===== src/rtl/tm1638_device.sv =====
// tm1638_device: TM1638 chip-side serial responder with display RAM, display control and key readout.
module tm1638_device #(
  parameter int SYNC_STAGES = 2
) (
  input  logic        clk,
  input  logic        rst,
  input  logic        stb,
  input  logic        sclk,
  input  logic        dio_in,
  output logic        dio_out,
  output logic        dio_oe,
  input  logic [31:0] keys,
  input  logic [3:0]  rd_addr,
  output logic [7:0]  rd_data,
  output logic        display_on,
  output logic [2:0]  brightness,
  output logic        cmd_err
);
  typedef enum logic [2:0] {IDLE, CMD, DATA, READ, IGNORE} state_t;
  state_t state, state_n;
  logic [SYNC_STAGES-1:0] stb_s, sclk_s, dio_s;
  logic        stb_q, sclk_q;
  logic [7:0]  ram [16];
  logic [7:0]  sh;
  logic [3:0]  bit_cnt;
  logic [5:0]  rd_cnt;
  logic [31:0] snap;
  logic [3:0]  addr;
  logic        mode, fixed;
  logic        stb_i, sclk_i, dio_i, stb_fall, sclk_rise, sclk_fall, byte_done;
  assign stb_i     = stb_s[SYNC_STAGES-1];
  assign sclk_i    = sclk_s[SYNC_STAGES-1];
  assign dio_i     = dio_s[SYNC_STAGES-1];
  assign stb_fall  = !stb_i && stb_q;
  assign sclk_rise = sclk_i && !sclk_q;
  assign sclk_fall = !sclk_i && sclk_q;
  assign byte_done = !stb_i && bit_cnt == 4'd8 && (state == CMD || state == DATA);
  assign rd_data   = ram[rd_addr];
  always_ff @(posedge clk)
    state <= rst ? IDLE : state_n;
  always_comb begin
    state_n = state;
    if (stb_i)
      state_n = IDLE;
    else if (stb_fall)
      state_n = CMD;
    else if (byte_done && state == CMD)
      state_n = sh[7:6] == 2'b01 ? (sh[1] ? READ : DATA) :
                sh[7:6] == 2'b11 ? DATA : IGNORE;
    else if (state == READ && sclk_fall && rd_cnt == 6'd32)
      state_n = IGNORE;
  end
  always_ff @(posedge clk) begin
    if (rst) begin
      stb_s      <= '1;
      sclk_s     <= '1;
      dio_s      <= '1;
      stb_q      <= 1'b1;
      sclk_q     <= 1'b1;
      for (int i = 0; i < 16; i++) ram[i] <= 8'h00;
      sh         <= 8'h00;
      bit_cnt    <= 4'd0;
      rd_cnt     <= 6'd0;
      snap       <= 32'h0;
      addr       <= 4'd0;
      mode       <= 1'b0;
      fixed      <= 1'b0;
      display_on <= 1'b0;
      brightness <= 3'd0;
      dio_out    <= 1'b1;
      dio_oe     <= 1'b0;
      cmd_err    <= 1'b0;
    end else begin
      stb_s   <= {stb_s[SYNC_STAGES-2:0], stb};
      sclk_s  <= {sclk_s[SYNC_STAGES-2:0], sclk};
      dio_s   <= {dio_s[SYNC_STAGES-2:0], dio_in};
      stb_q   <= stb_i;
      sclk_q  <= sclk_i;
      cmd_err <= 1'b0;
      if (stb_i) begin
        bit_cnt <= 4'd0;
        dio_oe  <= 1'b0;
        dio_out <= 1'b1;
      end else if (stb_fall) begin
        bit_cnt <= 4'd0;
      end else if (byte_done) begin
        bit_cnt <= 4'd0;
        if (state == CMD) begin
          if (sh[7:6] == 2'b01) begin
            mode  <= sh[1];
            fixed <= sh[2];
            if (sh[1]) begin
              snap    <= keys;
              rd_cnt  <= 6'd0;
              dio_oe  <= 1'b1;
              dio_out <= keys[0];
            end
          end else if (sh[7:6] == 2'b10) begin
            display_on <= sh[3];
            brightness <= sh[2:0];
          end else if (sh[7:6] == 2'b11) begin
            addr <= sh[3:0];
          end else begin
            cmd_err <= 1'b1;
          end
        end else if (!mode) begin
          ram[addr] <= sh;
          if (!fixed) addr <= addr + 4'd1;
        end
      end else if (sclk_rise && (state == CMD || state == DATA)) begin
        sh[bit_cnt[2:0]] <= dio_i;
        bit_cnt          <= bit_cnt + 4'd1;
      end else if (state == READ) begin
        // bit n is presented on the falling edge after n rising edges; the first fall keeps bit 0
        if (sclk_rise && rd_cnt != 6'd32) rd_cnt <= rd_cnt + 6'd1;
        if (sclk_fall) begin
          dio_oe  <= rd_cnt != 6'd32;
          dio_out <= rd_cnt == 6'd32 ? 1'b1 : snap[rd_cnt[4:0]];
        end
      end
    end
  end
endmodule

===== config.mk =====
export PLATFORM = sky130hd
export DESIGN_NAME = tm1638_device
export DESIGN_NICKNAME = d
export VERILOG_FILES = /design/src/rtl/tm1638_device.sv
export SDC_FILE = /design/constraint.sdc
export NUM_CORES = 1
export LEC_CHECK = 0
export ABC_AREA = 1
export CAP_MARGIN = 10
export CORE_MARGIN = 3
export CORE_UTILIZATION = 55
export CTS_CLUSTER_DIAMETER = 200
export DETAILED_ROUTE_END_ITERATION = 10
export GPL_ROUTABILITY_DRIVEN = 0
export PLACE_DENSITY = 0.78
export SYNTH_ARGS = -nofsm -noshare
export SYNTH_HDL_FRONTEND = slang
export SYNTH_SLANG_ARGS = --single-unit

===== constraint.sdc =====
create_clock -name clk -period 2.39 [get_ports clk]
set_clock_uncertainty 0.05 [all_clocks]
set_input_delay 0.478 -clock clk [delete_from_list [all_inputs] [get_ports clk]]
set_output_delay 0.478 -clock clk [all_outputs]
set_load 0.005 [all_outputs]

==> flow_metrics.tcl <==
set metrics [dict create \
    layout.nets 1148 \
    yosysSeqAreaShare 0.570 \
    postCtsHoldBufs 0 \
    post-route-util 0.683 \
    cp_slowest_cell "mux2i_1" \
    reg2reg_depth 8 \
    path_buf_inv 3 \
    max_stage_delay_ns 0.29 \
    ys_ff_latch 202 \
    peakVddDrop_uv 639 \
    reg2reg_slack_ns 0.19 \
    synth_ff_type "edfxtp_1" \
    drv_cap 0 \
    worst_setup_path_end_kind "primary output" \
    cellLeakagePower_nw 4.23 \
    worst_pin_slew_ns 0.804 \
    min_period_over_period 0.964 \
    synth_edf_count 128 \
    cts.path.max_buffers 3 \
    cp_top_family "buffers and inverters" \
    synthesis.nets 1058 \
    outcome "finished, final reports clean" \
    drt_pre_antenna_iters 5 \
    place_hpwl_mm 15.2 \
    detail-route-antenna-nets 0 \
    ys_types 39 \
    crit_chain "buf_6 > buf_12 > mux2i_1 > o21ai_1 > o211ai_1 > nand2_1 > dlygate4sd2_1" \
    grt-ovfl-total 0 \
    viasPerCell 5.56 \
    cts_tree "built" \
    drive_gt1_frac 0.134 \
    clock-root-buffer "clkbuf_16" \
    wl_mm 22.3 \
    drc 0 \
    maxSlewViolCount 0 \
    initial_core_util 0.563 \
    worstPathRequired_ns 1.86 \
    cp_max_fo 17 \
    syn_area_um2 9340 \
    relSlewSlack 0.460 \
    reg2reg_to "ram[3][0]" \
    grt_pass1_vias 7081 \
    htreeDepth 1 \
    core_um2 16600 \
    hold_viol 0 \
    hold_path.class "reg -> reg" \
    clk_latency_ns 0.50 \
    synth-warning-count 0 \
    portBuffers 55 \
    min-delay-start "dio_s[0]" \
    cp-start-kind "input pin" \
    fillerInstances 1252 \
    tns_ns 0 \
    fmax_ghz 0.434 \
    cp.arrival_ns 1.78 \
    dieHeight_um 136 \
    synthArstFlopShare 0 \
    antenna_found_initial 0 \
    grt_setup_unrepaired "no" \
    diodes 0 \
    netlist_instances 1009 \
    drt_iter0_markers 660 \
    hold_depth 1 \
    die_x_um 136 \
    vias 7419 \
    numCtsBuffers 21 \
    ios 56 \
    path_clk_slew_ns 0.06 \
    grt_pass1_wl_mm 35.5 \
    min_to "dio_s[1]" \
    wl_per_cell_um 16.7 \
    area_delta_synth_final_pct 21.4 \
    setup_viol 0 \
    power_density_nw_per_um2 663 \
    regToRegStartpoint "bit_cnt[0]" \
    grt_max_degree 39 \
    critPathKind "in -> out" \
    min_period_ns 2.30 \
    avgSynthCellArea_um2 9.26 \
    grt_use_total 0.241 \
    clock_sinks 202 \
    die_area_um2 18600 \
    row_count 47 \
    cp_num_cells 7 \
]
[power breakdown]
group	internal, W	switching, W	total, W
combinational	0.000248	0.000260	0.000508
clock	0.00187	0.00128	0.00315
sequential	0.00381	0.0000438	0.00386
[routing by layer]
layer,global-route usage,share of wire,vias to the layer above
li1,-,-,3593
met1,0.325,0.41,3482
met2,0.413,0.49,303
met3,0.0285,0.066,41
met4,0.0705,0.024,0
met5,0,0,-
[worst reg2reg max path, cell delays in order, from the launching register on]
cell and delay [ns]:
dfxtp_1 0.34, inv_1 0.12, ha_1 0.18, nand4_1 0.16, nor2_1 0.19, nand3b_2 0.25, nor2_4 0.23, nand2_2 0.08
nand2_1 0.27
[sequential cells by signal, indices dropped and copies added (netlist names), 2 cells and up]
signal	count
ram	128
snap	32
sh	8
rd_cnt	6
addr	4
bit_cnt	4
brightness	3
state	3
dio_s	2
sclk_s	2
stb_s	2
[synthesized netlist by cell type (11+ instances only)]
library cell,number,area share
inv_1,102,0.041
edfxtp_1,128,0.41
nand2_1,102,0.041
o211ai_1,33,0.027
nand3_1,55,0.029
clkbuf_1,33,0.013
dfxtp_1,74,0.16
a21oi_1,84,0.045
nand2_2,17,0.011
o21ai_1,11,0.0059
mux2i_1,32,0.034
o21ai_0,88,0.047
buf_2,12,0.0064
nor2_1,167,0.067
[metrics by stage]
stage / instances / instance area [um2] / power (W) / worst slack [ns] / hold WS (ns)
final: 1334 / 11300 / 0.00751 / 0.0868 / 0.361
after floorplan: 1009 / 9340 / 0.00415 / 0.367 / 0.339
after CTS: 1334 / 11300 / 0.00754 / 0.0634 / 0.364
after global routing: 1334 / 11300 / 0.00773 / 0.00486 / 0.370
after global placement: 1295 / 10600 / 0.00441 / -0.300 / 0.343
after detailed placement: 1295 / 10600 / 0.00442 / -0.345 / 0.350
[layout by cell type (no fill, tap or decap), drive strengths merged, types with 2 or more instances in the layout]
cell           count
inv              105
nand3             55
a21oi             88
bufinv             2
nor2             174
dlygate4sd2        8
edfxtp           128
dfxtp             74
mux2i             32
clkinv            12
clkdlybuf4s15      2
o211ai            33
buf               65
nand2            122
nand3b             2
o21ai            100
clkinvlp           2
clkbuf            29
xor2               5
ha                 8
or2                6
nor3               6
nand4              6
clkdlybuf4s50     44
a31oi              2
[logic make-up after synthesis]
logic type,after synthesis,synth area share
flops,202,0.570
mux,32,0.0343
compound gates,225,0.132
buf+inv,164,0.0705
xor+xnor,6,0.00563
simple gates,372,0.176
fa+ha+maj,8,0.0107
[area by class of cell]
cell class / instances / area [um2] / area share
inverter: 112 / 420 / 0.0371
multi-input combinational: 643 / 3400 / 0.300
sequential: 202 / 5330 / 0.470
clock buffer: 29 / 566 / 0.0499
tap: 220 / 275 / 0.0243
timing repair buffer: 119 / 1250 / 0.110
clock inverter: 9 / 97.6 / 0.00861
[worst max path at each step]
stage | end | slack (ns) | start
floorplan | rd_data[4] | 0.37 | rd_addr[0]
global placement | rd_data[4] | -0.30 | rd_addr[1]
detailed placement | rd_data[4] | -0.34 | rd_addr[1]
CTS | rd_data[4] | 0.06 | ram[10][4]
global route | rd_data[7] | 0.005 | ram[10][7]
finish | rd_data[5] | 0.09 | rd_addr[0]
[timing repair]
item	in CTS	in global routing
endpoints found under the setup margin	8	10
pin swaps	6	3
setup buffers	0	0
cloned	1	0
gates resized for setup	35	3
endpoints found under the hold margin	0	0
No activity file was read; power rests on OpenSTA's default activity.
